<file path="config.mk">
export PLATFORM = sky130hd
export DESIGN_NAME = rhs_spi_responder_flat
export DESIGN_NICKNAME = d
export VERILOG_FILES = /design/src/rtl/rhs_spi_pkg.sv /design/src/rtl/rhs_spi_responder_if.sv /design/src/rtl/rhs_spi_responder_sync_edge.sv /design/src/rtl/rhs_spi_responder.sv /design/src/flat_wrapper.sv
export SDC_FILE = /design/constraint.sdc
export NUM_CORES = 2
export LEC_CHECK = 0
export ABC_AREA = 1
export CORE_ASPECT_RATIO = 1.4
export CORE_MARGIN = 5
export CORE_UTILIZATION = 55
export CTS_CLUSTER_SIZE = 30
export DETAILED_ROUTE_END_ITERATION = 6
export GPL_TIMING_DRIVEN = 0
export PLACE_DENSITY = 0.71
export SLEW_MARGIN = 20
export SYNTH_ARGS = -nofsm -noshare
export SYNTH_HDL_FRONTEND = slang
export SYNTH_HIERARCHICAL = 1
export SYNTH_SLANG_ARGS = --single-unit
</file>
<file path="constraint.sdc">
create_clock -name aclk -period 3.29 [get_ports aclk]
set_clock_uncertainty 0.15 [all_clocks]
set_input_delay 0.658 -clock aclk [delete_from_list [all_inputs] [get_ports aclk]]
set_output_delay 0.658 -clock aclk [all_outputs]
set_load 0.05 [all_outputs]
</file>
<file path="src/rtl/rhs_spi_pkg.sv">
// Shared types and constants for the RHS headstage SPI responder model.
// Opcode decode and ID ROM contents live here so the bench and RTL agree.
package rhs_spi_pkg;

   typedef enum logic [2:0] {
      OP_CONVERT,
      OP_WRITE,
      OP_READ,
      OP_CALIBRATE,
      OP_CLEAR,
      OP_ILLEGAL
   } opcode_e;

   typedef enum logic [1:0] {
      ST_WAIT_HIGH,
      ST_IDLE,
      ST_SHIFT,
      ST_COMMIT
   } state_e;

   localparam int FRAME_BITS = 32;
   localparam logic [5:0] BIT_SAT = 6'd33;

   localparam logic [7:0] CAL_CODE = 8'h55;
   localparam logic [7:0] CLR_CODE = 8'h6A;

   localparam logic [7:0] ROM_BASE = 8'd251;
   localparam logic [15:0] ID_ROM_0 = 16'h0049;
   localparam logic [15:0] ID_ROM_1 = 16'h004E;
   localparam logic [15:0] ID_ROM_2 = 16'h0054;
   localparam logic [15:0] ID_ROM_3 = 16'h0041;
   localparam logic [15:0] ID_ROM_4 = 16'h004E;

   localparam logic [31:0] ILLEGAL_RESULT = 32'hDEAD_BEEF;
   localparam logic [15:0] WRITE_ACK_HI = 16'hFFFF;

   function automatic opcode_e decode_op(
      input logic [31:0] cmd
   );
      opcode_e op;
      unique case (cmd[31:30])
         2'b00: op = OP_CONVERT;
         2'b10: op = OP_WRITE;
         2'b11: op = OP_READ;
         default: begin
            if (cmd[31:24] == CAL_CODE)
               op = OP_CALIBRATE;
            else if (cmd[31:24] == CLR_CODE)
               op = OP_CLEAR;
            else
               op = OP_ILLEGAL;
         end
      endcase
      return op;
   endfunction

   // "INTAN" spelled out at addresses 251..255
   function automatic logic [15:0] id_rom(
      input logic [2:0] idx
   );
      logic [15:0] v;
      unique case (idx)
         3'd0: v = ID_ROM_0;
         3'd1: v = ID_ROM_1;
         3'd2: v = ID_ROM_2;
         3'd3: v = ID_ROM_3;
         3'd4: v = ID_ROM_4;
         default: v = 16'h0000;
      endcase
      return v;
   endfunction

endpackage

</file>
<file path="src/rtl/rhs_spi_responder_if.sv">
// SPI wires between the RHS controller (master) and the headstage model.
// All four lines are asynchronous to the responder's aclk.
interface rhs_spi_responder_if;

   logic cs_b;
   logic sclk;
   logic mosi;
   logic miso;

   modport master (
      output cs_b,
      output sclk,
      output mosi,
      input  miso
   );

   modport slave (
      input  cs_b,
      input  sclk,
      input  mosi,
      output miso
   );

endinterface

</file>
<file path="src/rtl/rhs_spi_responder_sync_edge.sv">
// Two-flop synchronizer plus a third flop for rise/fall detection.
// Edge pulses appear 3 aclk after the asynchronous input transition.
module rhs_spi_sync_edge (
   input  logic clk,
   input  logic rst,
   input  logic din,
   output logic dout,
   output logic rise,
   output logic fall
);

   logic [2:0] sr;

   always_ff @(posedge clk) begin
      if (rst)
         sr <= 3'b000;
      else
         sr <= {sr[1:0], din};
   end

   assign dout = sr[1];
   assign rise = sr[1] & ~sr[2];
   assign fall = ~sr[1] & sr[2];

endmodule

</file>
<file path="src/rtl/rhs_spi_responder.sv">
// RHS headstage SPI responder: 32-bit frames, two-frame result latency.
// Define RHS_SPI_ECHO_EN to return each received command word as its result.
module rhs_spi_responder
   import rhs_spi_pkg::*;
#(
   parameter int NUM_REGS  = 64,
   parameter int NUM_CH    = 16,
   parameter int ERR_CNT_W = 16
) (
   input  logic                 aclk,
   input  logic                 areset,
   rhs_spi_responder_if.slave   spi,
   input  logic [15:0]          sample_seed,
   output logic                 cmd_valid,
   output logic [31:0]          cmd_word,
   output logic                 frame_err,
   output logic [ERR_CNT_W-1:0] frame_err_cnt
);

   localparam int AW = (NUM_REGS > 1) ? $clog2(NUM_REGS) : 1;

   logic cs_s;
   logic cs_rise;
   logic cs_fall;
   logic sclk_s;
   logic sclk_rise;
   logic sclk_fall;
   logic mosi_s;
   logic mosi_rise_unused;
   logic mosi_fall_unused;
   logic sclk_s_unused;

   rhs_spi_sync_edge u_cs_sync (
      .clk  (aclk),
      .rst  (areset),
      .din  (spi.cs_b),
      .dout (cs_s),
      .rise (cs_rise),
      .fall (cs_fall)
   );

   rhs_spi_sync_edge u_sclk_sync (
      .clk  (aclk),
      .rst  (areset),
      .din  (spi.sclk),
      .dout (sclk_s),
      .rise (sclk_rise),
      .fall (sclk_fall)
   );

   rhs_spi_sync_edge u_mosi_sync (
      .clk  (aclk),
      .rst  (areset),
      .din  (spi.mosi),
      .dout (mosi_s),
      .rise (mosi_rise_unused),
      .fall (mosi_fall_unused)
   );

   assign sclk_s_unused = sclk_s;

   state_e state_q;
   state_e state_d;
   logic   load_tx;

   logic [31:0] rx_sr;
   logic [31:0] tx_sr;
   logic [5:0]  bit_cnt;
   logic [31:0] pipe0;
   logic [31:0] pipe1;
   logic [15:0] conv_cnt;
   logic [15:0] regs [NUM_REGS];

   opcode_e       op;
   logic [5:0]    ch;
   logic [7:0]    r_addr;
   logic [AW-1:0] r_idx;
   logic [2:0]    rom_idx;
   logic [15:0]   wdata;
   logic [31:0]   res;
   logic          wr_en;
   logic          conv_inc;
   logic          frame_ok;

   always_ff @(posedge aclk) begin
      if (areset)
         state_q <= ST_WAIT_HIGH;
      else
         state_q <= state_d;
   end

   always_comb begin
      state_d = state_q;
      load_tx = 1'b0;
      unique case (state_q)
         ST_WAIT_HIGH: begin
            if (cs_s)
               state_d = ST_IDLE;
         end
         ST_IDLE: begin
            if (cs_fall) begin
               load_tx = 1'b1;
               state_d = ST_SHIFT;
            end
         end
         ST_SHIFT: begin
            if (cs_rise)
               state_d = ST_COMMIT;
         end
         ST_COMMIT: begin
            state_d = ST_IDLE;
         end
         default: state_d = ST_WAIT_HIGH;
      endcase
   end

   assign frame_ok = (bit_cnt == 6'(FRAME_BITS));

   // Command decode works on the fully received frame during COMMIT
   always_comb begin
      op       = decode_op(rx_sr);
      ch       = rx_sr[21:16];
      r_addr   = rx_sr[23:16];
      wdata    = rx_sr[15:0];
      r_idx    = r_addr[AW-1:0];
      rom_idx  = 3'(r_addr - ROM_BASE);
      res      = 32'h0000_0000;
      wr_en    = 1'b0;
      conv_inc = 1'b0;
      unique case (op)
         OP_CONVERT: begin
            if (int'(ch) < NUM_CH) begin
               res      = {sample_seed + {10'd0, ch}, conv_cnt};
               conv_inc = 1'b1;
            end else begin
               res = 32'hFFFF_FFFF;
            end
         end
         OP_WRITE: begin
            wr_en = (int'(r_addr) < NUM_REGS);
            res   = {WRITE_ACK_HI, wdata};
         end
         OP_READ: begin
            if (int'(r_addr) < NUM_REGS)
               res = {16'h0000, regs[r_idx]};
            else if (r_addr >= ROM_BASE)
               res = {16'h0000, id_rom(rom_idx)};
            else
               res = 32'h0000_0000;
         end
         OP_CALIBRATE: res = 32'h0000_0000;
         OP_CLEAR:     res = 32'h0000_0000;
         default:      res = ILLEGAL_RESULT;
      endcase
`ifdef RHS_SPI_ECHO_EN
      res = rx_sr;
`endif
   end

   always_ff @(posedge aclk) begin
      if (areset) begin
         rx_sr         <= '0;
         tx_sr         <= '0;
         bit_cnt       <= '0;
         pipe0         <= '0;
         pipe1         <= '0;
         conv_cnt      <= '0;
         cmd_valid     <= 1'b0;
         cmd_word      <= '0;
         frame_err     <= 1'b0;
         frame_err_cnt <= '0;
         for (int i = 0; i < NUM_REGS; i++)
            regs[i] <= '0;
      end else begin
         cmd_valid <= 1'b0;
         frame_err <= 1'b0;

         if (load_tx) begin
            tx_sr   <= pipe1;
            rx_sr   <= '0;
            bit_cnt <= '0;
         end

         if (state_q == ST_SHIFT) begin
            if (sclk_rise) begin
               rx_sr <= {rx_sr[30:0], mosi_s};
               if (bit_cnt != BIT_SAT)
                  bit_cnt <= bit_cnt + 6'd1;
            end
            if (sclk_fall)
               tx_sr <= {tx_sr[30:0], 1'b0};
         end

         if (state_q == ST_COMMIT) begin
            if (frame_ok) begin
               pipe1     <= pipe0;
               pipe0     <= res;
               cmd_valid <= 1'b1;
               cmd_word  <= rx_sr;
               if (wr_en)
                  regs[r_idx] <= wdata;
               if (conv_inc)
                  conv_cnt <= conv_cnt + 16'd1;
            end else begin
               frame_err <= 1'b1;
               if (frame_err_cnt != '1)
                  frame_err_cnt <= frame_err_cnt + ERR_CNT_W'(1);
            end
         end
      end
   end

   assign spi.miso = (state_q == ST_SHIFT) & tx_sr[31];

endmodule

</file>
<file path="src/flat_wrapper.sv">
// flat-port wrapper written by rule: the top's interface ports become plain ports
module rhs_spi_responder_flat import rhs_spi_pkg::*;
#(
   parameter int NUM_REGS  = 64,
   parameter int NUM_CH    = 16,
   parameter int ERR_CNT_W = 16
)
  (aclk, areset, sample_seed, cmd_valid, cmd_word, frame_err, frame_err_cnt, spi_cs_b, spi_sclk, spi_mosi, spi_miso);
  rhs_spi_responder_if spi_i ();
  input  logic aclk;
  input  logic areset;
  input  logic [15:0] sample_seed;
  output logic cmd_valid;
  output logic [31:0] cmd_word;
  output logic frame_err;
  output logic [ERR_CNT_W-1:0] frame_err_cnt;
  input wire logic [$bits(spi_i.cs_b)-1:0] spi_cs_b;
  input wire logic [$bits(spi_i.sclk)-1:0] spi_sclk;
  input wire logic [$bits(spi_i.mosi)-1:0] spi_mosi;
  output wire logic [$bits(spi_i.miso)-1:0] spi_miso;
  assign spi_i.cs_b = spi_cs_b;
  assign spi_i.sclk = spi_sclk;
  assign spi_i.mosi = spi_mosi;
  assign spi_miso = spi_i.miso;
  rhs_spi_responder #(.NUM_REGS(NUM_REGS), .NUM_CH(NUM_CH), .ERR_CNT_W(ERR_CNT_W)) u_core (.aclk(aclk), .areset(areset), .spi(spi_i), .sample_seed(sample_seed), .cmd_valid(cmd_valid), .cmd_word(cmd_word), .frame_err(frame_err), .frame_err_cnt(frame_err_cnt));
endmodule
</file>
==> results.py <==
metrics = {
    "sta": {
        "post-route-period-util_pct": 104.9,
        "setup_ws_ns": -0.1626,
        "period_minus_slack_ns": 3.453,
        "maxSlewHeadroom_pct": 12.86,
        "timing.fmax_mhz": 289.6,
        "setup_viol": 46,
        "drv_slew": 0,
        "hold_violations": 0,
        "rsz0062_at_grt": "yes",
        "tightest_slew_ns": 1.307,
    },
    "placement": {
        "routabilityCongestion": 1.058,
        "hpwl_mm": 173.9,
        "port_buffers": 71,
    },
    "clock_network": {
        "cts_hold_buffers": 0,
        "cts_tree": "done",
        "cts_buffer_depth": 3,
        "numCtsBuffers": 116,
        "clk_pin_slew_worst_paths_ns": 0.06,
        "worstSkewPairLatency_ns": 0.76,
        "root_buffer": "clkbuf_16",
        "clock_sinks": 1234,
        "htreeDepth": 3,
    },
    "floorplanning": {
        "fp.dieH_um": 382.0,
        "dieArea_um2": 105300,
        "fp-row-count": 136,
        "die_w_um": 275.7,
        "initial_core_util_pct": 55.37,
        "io_pins": 72,
        "core_um2": 98180,
    },
    "drt": {
        "routed_via_density": 6.587,
        "drc_errors": 11,
        "drt_first_pass_iters": 7,
        "first_iter_violations": 7878,
        "vias": 45932,
        "drt-wirelength-per-cell_um": 36.18,
        "wl_mm": 252.3,
        "ant_nets": 0,
    },
    "final_layout": {
        "utilization_pct": 63.63,
        "drive_gt1_share_pct": 16.52,
        "synthToLayoutAreaGrowth_pct": 14.91,
        "multi_input_area_um2": 17440,
        "seq_area_um2": 34950,
        "fin_nets": 5588,
        "fill_cells": 8128,
    },
    "critical_path": {
        "reg2regPathDepth": 12,
        "crit_slowest_cell": "o211ai_1",
        "cp.required_ns": 3.76,
        "worst_setup_path_start_kind": "flip-flop",
        "crit_fanout": 10,
        "critPathKind": "reg -> reg",
        "cp-end-kind": "flip-flop",
        "arrival_ns": 3.92,
        "r2r_start": "u_core/rx_sr[17]$_SDFF_PP0_",
        "path_cells": "buf_4 > nor2_4 > clkbuf_4 > clkbuf_4 > nand2_1 > nand4_1 > o211ai_1 > nand2_1 > nor2_4 > nand2_1 > nand2_1 > a21oi_1",
        "regToRegSetupSlack_ns": -0.16,
        "reg2reg_to": "u_core/pipe0[9]$_SDFFE_PP0P_",
        "slowest_delay_ns": 0.78,
        "crit_top_cell": "nand2_1",
    },
    "global_route": {
        "grt_first_pass_wirelength_mm": 337.5,
        "gr-total-overflow": 0,
        "grt_pass1_vias": 43178,
        "grt_max_degree": 17,
        "antenna_found_initial": 18,
        "track_usage_pct": 47.10,
    },
    "worst_hold_path": {
        "min_to": "u_core/u_cs_sync/sr[1]$_SDFF_PP0_",
        "worstHoldPathCells": 2,
        "hold_class": "reg -> reg",
        "worstHoldStart": "u_core/u_cs_sync/sr[0]$_SDFF_PP0_",
    },
    "run_status": {
        "status": "finished with violations",
        "violations": "DRC, setup timing",
    },
    "pwr": {
        "peakVddDrop_mv": 0.5170,
        "p_total_uw": 33510,
        "total_leakage_power_uw": 0.02206,
        "p_per_area_nw_per_um2": 536.4,
    },
    "logic_synthesis": {
        "synthesis.area_um2": 54370,
        "avgSynthCellArea_um2": 10.22,
        "synth_nets": 5359,
        "netlist_instances": 5321,
        "yosysWarnings": 6,
    },
    "flow_run": {
        "maxCapViolCount": 0,
    },
}
-- worst max-delay path by stage --
stage	slack, ns	cells after the start	startpoint	end
global route	-0.03	15	u_core/rx_sr[17]$_SDFF_PP0_	u_core/pipe0[14]$_SDFFE_PP0P_
global placement	-2.30	8	u_core/rx_sr[17]$_SDFF_PP0_	u_core/regs[22][4]$_SDFFCE_PN0P_
floorplan	0.34	11	u_core/bit_cnt[0]$_SDFF_PP0_	u_core/regs[12][0]$_SDFFCE_PN0P_
finish	-0.16	12	u_core/rx_sr[17]$_SDFF_PP0_	u_core/pipe0[9]$_SDFFE_PP0P_
detailed placement	-1.89	6	areset	u_core/regs[36][4]$_SDFFCE_PN0P_
CTS	-0.22	14	u_core/rx_sr[19]$_SDFF_PP0_	u_core/pipe0[8]$_SDFFE_PP0P_
-- sequential cells by signal, indices dropped and copies added, names as in the netlist --
signal / count
u_core/cmd_word: 32
u_core/u_mosi_sync/sr: 2
u_core/tx_sr: 32
u_core/rx_sr: 32
u_core/frame_err_cnt: 16
u_core/state_q: 2
u_core/frame_err: 1
u_core/cmd_valid: 1
u_core/pipe0: 32
u_core/u_cs_sync/sr: 3
u_core/pipe1: 32
u_core/bit_cnt: 6
u_core/u_sclk_sync/sr: 3
u_core/regs: 1024
u_core/conv_cnt: 16
-- routing by layer --
layer	GRT usage, %	share of wire [%]	up-vias	wire [um]
met1	54.13	31	22125	77960
li1	-	-	18680	-
met5	0	0.011	-	27
met3	15.78	14	1156	36010
met2	68.21	42	3967	106700
met4	44.77	13	4	31610
-- final cells by class --
class / instances / share of cell area, %
Multi-Input combinational cell: 3470 / 27.92
Clock inverter: 70 / 1.023
Buffer: 407 / 3.899
Tap cell: 1311 / 2.626
Timing Repair Buffer: 111 / 2.233
Sequential cell: 1234 / 55.95
Antenna cell: 13 / 0.05207
Inverter: 210 / 1.284
Clock buffer: 147 / 5.015
-- critical path, delay by kind of cell, from the launching register on --
family / cells / cell delay [ns]
buf+inv: 3 / 0.81
flops: 1 / 0.41
compound gates: 2 / 0.84
simple gates: 7 / 1.10
-- metrics by stage --
step	TNS (ns)	cells	hold slack (ns)	setup slack (ns)	cell area [um2]
final	-2.071	6973	0.2605	-0.1626	62470
after global routing	-0.05421	6960	0.2697	-0.02924	62440
after CTS	-2.366	6960	0.2587	-0.2182	62260
after detailed placement	-2058.45	6726	0.2504	-1.894	57380
after global placement	-3032.15	6703	0.2512	-2.300	56720
after floorplan	0	5321	0.2383	0.3359	54370
-- cells in the final DEF, fill, tap and decap left out, types with 38 or more instances in the layout --
cell type,n
clkbuf_4,49
clkbuf_1,182
nand2_4,89
nand4_1,91
nand3_1,139
o22ai_1,57
clkbuf_16,118
buf_6,47
dfxtp_1,209
a22oi_1,211
nor2_1,984
o21ai_0,197
edfxtp_1,1024
buf_2,44
nand2_2,45
inv_1,203
buf_4,38
clkbuf_2,58
clkdlybuf4s50_1,71
nor2_2,296
o211ai_1,48
a21oi_1,174
nand2_1,947
-- timing repair --
action,CTS,global route
pin swaps,9,2
endpoints found under the setup margin,1948,442
gates resized for setup,307,109
setup buffers,17,0
-- power breakdown --
group / switching, uW / internal [uW] / leakage, uW
Combinational: 1760 / 451 / 0.00863
Clock: 6020 / 7570 / 0.00184
Sequential: 217 / 17500 / 0.0116
Total: 8000 / 25500 / 0.0221
No activity file was read; power rests on OpenSTA's default activity.
